File: config.mk
export PLATFORM = sky130hd
export DESIGN_NAME = door_ctrl
export DESIGN_NICKNAME = d
export VERILOG_FILES = /design/src/rtl/door_ctrl.sv
export SDC_FILE = /design/constraint.sdc
export NUM_CORES = 1
export LEC_CHECK = 0
export CAP_MARGIN = 20
export CELL_PAD_IN_SITES_DETAIL_PLACEMENT = 2
export CELL_PAD_IN_SITES_GLOBAL_PLACEMENT = 2
export CORE_ASPECT_RATIO = 1.2
export CORE_UTILIZATION = 30
export CTS_CLUSTER_SIZE = 20
export DETAILED_ROUTE_END_ITERATION = 6
export PLACE_DENSITY = 0.72
export SLEW_MARGIN = 20
export SYNTH_ARGS = -nofsm -noshare
export SYNTH_HDL_FRONTEND = slang
export SYNTH_SLANG_ARGS = --single-unit
File: constraint.sdc
create_clock -name clk_50M -period 10.55 [get_ports clk_50M]
set_input_delay 2.11 -clock clk_50M [delete_from_list [all_inputs] [get_ports clk_50M]]
set_output_delay 2.11 -clock clk_50M [all_outputs]
set_load 0.1 [all_outputs]
File: src/rtl/door_ctrl.sv
// rtl/door_ctrl.sv - elevator car-door sequencer driving the dwell timer handshake
// Optional reopen limit with nudge: define DOOR_REOPEN_LIMIT_EN.
module door_ctrl #(
  parameter int TRAVEL_CYC = 50_000_000,
  parameter int MAX_REOPEN = 3
) (
  input  logic clk_50M,
  input  logic rst_n,
  input  logic open_req,
  input  logic open_btn,
  input  logic close_btn,
  input  logic obstruct,
  input  logic delay_done,
  output logic delay_en,
  output logic motor_open,
  output logic motor_close,
  output logic door_closed,
  output logic door_open,
  output logic nudge
);

  localparam logic [2:0] S_CLOSED  = 3'd0;
  localparam logic [2:0] S_OPENING = 3'd1;
  localparam logic [2:0] S_OPEN    = 3'd2;
  localparam logic [2:0] S_REARM   = 3'd3;
  localparam logic [2:0] S_CLOSING = 3'd4;

  localparam logic [25:0] POS_MAX = 26'(TRAVEL_CYC);

  logic [2:0]  state, state_nxt;
  logic [25:0] pos, pos_nxt;
  logic        obstruct_reopens;

`ifdef DOOR_REOPEN_LIMIT_EN
  localparam int RW = ($clog2(MAX_REOPEN + 1) < 2) ? 2 : $clog2(MAX_REOPEN + 1);
  localparam logic [RW-1:0] RMAX = RW'(MAX_REOPEN);

  logic [RW-1:0] reopen_cnt, reopen_cnt_nxt;
  logic          at_limit;

  assign at_limit = (reopen_cnt == RMAX);
  // Once the limit is hit only a deliberate button press may reopen the door.
  assign obstruct_reopens = obstruct & ~at_limit;

  always_comb begin
    reopen_cnt_nxt = reopen_cnt;
    if (state_nxt == S_CLOSED)
      reopen_cnt_nxt = '0;
    else if (state == S_CLOSING && state_nxt == S_OPENING && !at_limit)
      reopen_cnt_nxt = reopen_cnt + 1'b1;
  end

  always_ff @(posedge clk_50M or negedge rst_n) begin
    if (!rst_n) begin
      reopen_cnt <= '0;
      nudge      <= 1'b0;
    end else begin
      reopen_cnt <= reopen_cnt_nxt;
      nudge      <= (reopen_cnt_nxt == RMAX);
    end
  end
`else
  assign obstruct_reopens = obstruct;
  assign nudge            = 1'b0;
`endif

  always_comb begin
    state_nxt = state;
    case (state)
      S_CLOSED:  if (open_req | open_btn) state_nxt = S_OPENING;
      S_OPENING: if (pos == POS_MAX) state_nxt = S_OPEN;
      S_OPEN: begin
        if (obstruct | open_btn)
          state_nxt = S_REARM;
        else if (close_btn | delay_done)
          state_nxt = S_CLOSING;
      end
      S_REARM:   state_nxt = S_OPEN;
      S_CLOSING: begin
        if (open_btn | obstruct_reopens)
          state_nxt = S_OPENING;
        else if (pos == '0)
          state_nxt = S_CLOSED;
      end
      default:   state_nxt = S_CLOSED;
    endcase
  end

  // Position tracks the cycles the motor is actually driven, so it follows the next state.
  always_comb begin
    pos_nxt = pos;
    if (state_nxt == S_OPENING && pos != POS_MAX)
      pos_nxt = pos + 26'd1;
    else if (state_nxt == S_CLOSING && pos != '0)
      pos_nxt = pos - 26'd1;
  end

  always_ff @(posedge clk_50M or negedge rst_n) begin
    if (!rst_n) begin
      state       <= S_CLOSED;
      pos         <= '0;
      motor_open  <= 1'b0;
      motor_close <= 1'b0;
      door_closed <= 1'b1;
      door_open   <= 1'b0;
      delay_en    <= 1'b0;
    end else begin
      state       <= state_nxt;
      pos         <= pos_nxt;
      motor_open  <= (state_nxt == S_OPENING);
      motor_close <= (state_nxt == S_CLOSING);
      door_closed <= (state_nxt == S_CLOSED);
      door_open   <= (state_nxt == S_OPEN) || (state_nxt == S_REARM);
      delay_en    <= (state_nxt == S_OPEN);
    end
  end

endmodule

==> results of run 1 <==
[sequential cells by signal, summed over array words and instances, names as in the netlist]
signal	flops
state	3
pos	26
door_open	1
motor_close	1
delay_en	1
motor_open	1
door_closed	1
[metrics by stage]
stage / setup WS, ns / std cells
global placement: 4.783 / 434
CTS: 4.889 / 442
global route: 4.640 / 442
floorplan: 5.625 / 312
finish: 4.934 / 442
detailed placement: 4.606 / 434
[area by class of cell]
cell class,instances,area [µm²],share of cell area [%]
clock buffers,7,86.33,2.941
clock inverters,1,5.005,0.1705
inverters,13,48.80,1.662
multi-input cells,258,1684,57.37
flip-flops and latches,34,852.1,29.03
well taps,117,146.4,4.987
repair buffers,12,112.6,3.836
[cells in the final DEF, fill, tap and decap left out, types with 5 or more instances in the layout]
| cell type | count |
|---|---|
| clkdlybuf4s50_1 | 10 |
| nand2_1 | 25 |
| o21ai_0 | 14 |
| xnor2_1 | 5 |
| nand4_1 | 5 |
| o21ai_1 | 5 |
| nor2b_1 | 5 |
| a21oi_1 | 32 |
| dfrtp_1 | 33 |
| o31ai_1 | 7 |
| nor4_1 | 7 |
| a21o_1 | 6 |
| and2_1 | 5 |
| nand2b_1 | 5 |
| o21a_1 | 6 |
| or3_1 | 8 |
| nor2_1 | 34 |
| nor3_1 | 12 |
| a211oi_1 | 5 |
| ha_1 | 24 |
| inv_1 | 13 |
| clkbuf_8 | 6 |
| xor2_1 | 9 |
[kinds of logic after synthesis]
kind of cell    Yosys count
simple gates            118
buf+inv                  20
flops                    34
other cells               1
xor+xnor                 14
mux                       2
compound gates           98
fa+ha+maj                25
[worst max-delay path by stage]
stage / to / slack [ns] / cells after the start
floorplan: pos[18] / 5.62 / 13
global placement: pos[18] / 4.78 / 14
detailed placement: pos[18] / 4.61 / 14
CTS: pos[18] / 4.89 / 14
global route: pos[18] / 4.64 / 14
finish: pos[18] / 4.93 / 14
[metal layers]
metal / vias to the layer above / global-route usage (%) / share of wire (%)
li1: 1164 / - / -
met1: 1193 / 22.20 / 44
met2: 24 / 34.71 / 52
met3: 13 / 2.460 / 1.6
met4: 0 / 6.206 / 2.2
met5: - / 0 / 0
[critical path: stages]
cell	delay, ns
clkdlybuf4s50_1	0.45
mux2_1	0.30
o21ai_1	0.16
a211o_2	0.55
inv_1	0.15
fa_1	0.43
nor2b_1	0.20
o31ai_2	0.10
a21oi_1	0.25
a41oi_2	0.27
o21ai_0	0.31
a21oi_1	0.14
mux2i_1	0.13
a211o_1	0.26
==> metrics, run 1 <==
vias in the first global route=approximately 2,700; IO Port Bufs=11; DPL Wire Length=6071 µm; Yosys cell types=54; Avg Inst Size Synth=8.418 µm²; ANT cells=0; Fin. Hold Viols=0; die area=9134 µm²; clk_lat worst skew=0.30 ns; FF-to-FF path depth=14; Reg2Reg Capture Point=pos[18]; asr flop ratio synth=100.0%; drt pass-1 iters=4; # IOs=13; simple-gate share of the synthesized area=22.11%; crit share post-route=53.23%; adder-cell area share of the yosys netlist=about 12%; register-to-register setup slack=between 6 and 7 ns; Synth Area in XOR/XNOR=4.669%; Initial DRC Count=44; largest net degree at the start of global routing=35; Hold Path Origin=pos[6]; GR Overflow Total=0; Yosys top cell area share=31.44%; antenna viol nets, final=0; Max Cap Viol=0; Yosys warnings=0; Hold Crit Class=register to register; WP data required=10.74 ns; Post-synth EDFFs=0; Yosys reg bits=34; Clock Skew=about 0.0083 ns; Die H=104.5 µm; final setup TNS=0 ns; multiplexer share of the synthesized area=less than 1%; Cell Area, Synth=2626 µm²; hold depth=2; Initial Util=30.83%; outcome=finished, final reports clean; Max Slew Vio Count=0; nature of the critical path endpoint=register; die width=87.41 µm; top cells by count, synth=nor2_1, dfrtp_1, a21oi_1; wire per inst=roughly 18 µm; CTS Hold Bufs=0; Synth Area in Compound Gates=24.20%; Mapped Cells=312; root buffer cell=clkbuf_8; WHS Endpoint=pos[6]; Total Nets Final=356; Core Util, Final=34.46%; area delta synth->final=11.77%; Fillers=around 1,000; number of H-tree levels=2; final setup violation count=0; Via density=approximately 5.4; Total GRT Usage=18.96%; Rel. slew slack=between 30% and 40%; WS Path Type=input port to register; drt drc=0; Fmax=178.1 MHz; RR Startpoint=pos[9]; DR vias=2,394; crit path DAT=5.81 ns; top post-synthesis cells by area=dfrtp_1, ha_1, a21oi_1; minimum clock period=about 5.6 ns; RSZ-0062 raised after global routing=no; routability-driven placement congestion ratio=0.7508; post-route cell area=2935 µm²; share of cells above drive strength 1=4.923%; Synth Flop Type=dfrtp_1; crit-path max FO=28; CTS tree=done; initial antenna violation count=0; total setup buffers inserted after CTS=0; cell taking the most area after synthesis=dfrtp_1; CTS resizes=0; Worst-Margin Slew=slightly below 1 ns; CTS Sinks=34; largest family of logic cells by synthesized area=compound AO/OA/AOI/OAI gates; Inserted Clock Buffers=5; core area=between 8000 and 9000 µm²; post-placement cell area=2844 µm²; Hold WS=0.5341 ns; Crit. Startpoint=obstruct; CP Launch Type=input port; Cell Rows=37; first-pass GRT wire length=between 10,000 and 15,000 µm; clock buffer depth=2; WL final=7919 µm; Syn Nets=around 340; most frequent cell after synthesis=nor2_1; CTS clk-pin slew, worst paths=0.08 ns; register area share after synthesis=32.44%
Power of run 1 is left out: the tool's default activity adds up to more than one toggle a clock period on the data nets, which glitch-free logic cannot reach.
==> run 2, diff against run 1 <==
--- a/config.mk
+++ b/config.mk
@@ -12,7 +12,7 @@
 export CORE_UTILIZATION = 30
 export CTS_CLUSTER_SIZE = 20
 export DETAILED_ROUTE_END_ITERATION = 6
-export PLACE_DENSITY = 0.72
+export PLACE_DENSITY = 0.74
 export SLEW_MARGIN = 20
 export SYNTH_ARGS = -nofsm -noshare
 export SYNTH_HDL_FRONTEND = slang
==> constraint.sdc (replaced) <==
create_clock -name clk_50M -period 4.7 [get_ports clk_50M]
set_input_delay 0.94 -clock clk_50M [delete_from_list [all_inputs] [get_ports clk_50M]]
set_output_delay 0.94 -clock clk_50M [all_outputs]
set_load 0.1 [all_outputs]
==> metrics, run 2 (synthesis results as in run 1) <==
antenna viol nets, final=0; core area=8518 µm²; number of H-tree levels=2; nature of the critical path endpoint=register; FF-to-FF path depth=14; Die H=104.5 µm; first-pass GRT wire length=13,190 µm; WL final=roughly 7800 µm; pre-CTS setup slack=0.1562 ns; CTS Hold Bufs=0; DPL Wire Length=about 6100 µm; vias in the first global route=~2,700; clk_lat worst skew=0.29 ns; Largest register FFs=26; WS Path Type=input port to register; Total Nets Final=359; Worst-Margin Slew=0.9668 ns; crit share post-route=88.58%; WHS Endpoint=pos[9]; ANT cells=0; largest net degree at the start of global routing=35; Initial DRC Count=57; post-placement cell area=2867 µm²; Total GRT Usage=18.46%; CTS clk-pin slew, worst paths=0.08 ns; Initial Util=between 30 and 40%; WP data required=~5 ns; worst setup margin=0.5367 ns; grt met1 use=22.16%; final setup violation count=0; hold depth=2; met3 Use GR=2.381%; clock buffer depth=2; Via density=5.456; crit-path max FO=10; Clock Skew=0.006003 ns; CTS Sinks=34; root buffer cell=clkbuf_8; drt drc=0; Top Registers=pos x26, state x3; Max Cap Viol=0; GR Overflow Total=0; DR vias=approximately 2,400; Cell Rows=37; Hold Path Origin=pos[9]; initial antenna violation count=0; IO Port Bufs=11; die width=87.41 µm; minimum clock period=4.163 ns; final setup TNS=0 ns; Reg2Reg Capture Point=pos[18]; post-route cell area=2962 µm²; die area=9134 µm²; area delta synth->final=12.77%; routability-driven placement congestion ratio=roughly 0.78; Fmax=240.2 MHz; RSZ-0062 raised after global routing=no; Crit. Startpoint=obstruct; register-to-register setup slack=around 0.60 ns; Inserted Clock Buffers=5; Hold Crit Class=register to register; crit path DAT=4.34 ns; most frequent cells in the layout=nor2_1, dfrtp_1, a21oi_1, nand2_1, ha_1; Fin. Hold Viols=0; # IOs=13; wire per inst=17.55 µm; Core Util, Final=34.77%; met2 usage=between 30% and 40%; outcome=finished, final reports clean; share of cells above drive strength 1=6.098%; CTS tree=done; Reg with most FFs=pos; Rel. slew slack=a little over a third; most common cell after layout, fill and taps aside=nor2_1; total setup buffers inserted after CTS=0; CP Launch Type=input port; drt pass-1 iters=4; Max Slew Vio Count=0; CTS resizes=0; RR Startpoint=pos[9]; most used routing layer=met2
==> run 2: cell count changes in the layout (fill, tap and decap cells not counted), sizes merged <==
| cell | change |
|---|---|
| clkinvlp | +1 |
| clkbuf | -2 |
| buf | +4 |
==> run 2: area by class of cell <==
type / instances / area [µm²]
Fill cell: 1022 / 5557
Multi-Input combinational cell: 258 / 1684
Sequential cell: 34 / 852.1
Tap cell: 117 / 146.4
Timing Repair Buffer: 15 / 135.1
Clock buffer: 6 / 82.58
Inverter: 13 / 48.80
Clock inverter: 2 / 12.51
==> run 2: metal layers <==
| metal | part of all wire [%] | up-vias |
|---|---|---|
| li1 | - | 1178 |
| met3 | 1.4 | 6 |
| met4 | 0.85 | 0 |
| met1 | 44 | 1225 |
| met2 | 54 | 19 |
| met5 | 0 | - |
==> run 2: metrics by stage <==
stage,instances,hold WS (ns)
final,445,0.5367
after detailed placement,437,0.5292
after floorplan,312,0.4776
after global placement,437,0.5125
after global routing,445,0.5894
after CTS,445,0.5497
==> run 2: worst max-delay path by stage <==
stage / endpoint / slack [ns] / depth (start not counted)
after floorplan: pos[18] / 0.94 / 13
after global placement: pos[18] / 0.29 / 14
after detailed placement: pos[18] / 0.16 / 14
after CTS: pos[18] / 0.46 / 14
after global routing: pos[18] / 0.29 / 14
final: pos[18] / 0.54 / 14
==> run 2: critical path, stage by stage <==
cell and delay, ns:
clkdlybuf4s50_1 0.44, mux2_1 0.30, o21ai_1 0.17, a211o_2 0.27, inv_1 0.13, fa_1 0.42, nor2b_1 0.20, o31ai_2 0.11
a21oi_1 0.31, a41oi_2 0.19, o21ai_0 0.31, a21oi_1 0.15, mux2i_1 0.14, a211o_1 0.28
Power of run 2 is left out for the same reason.
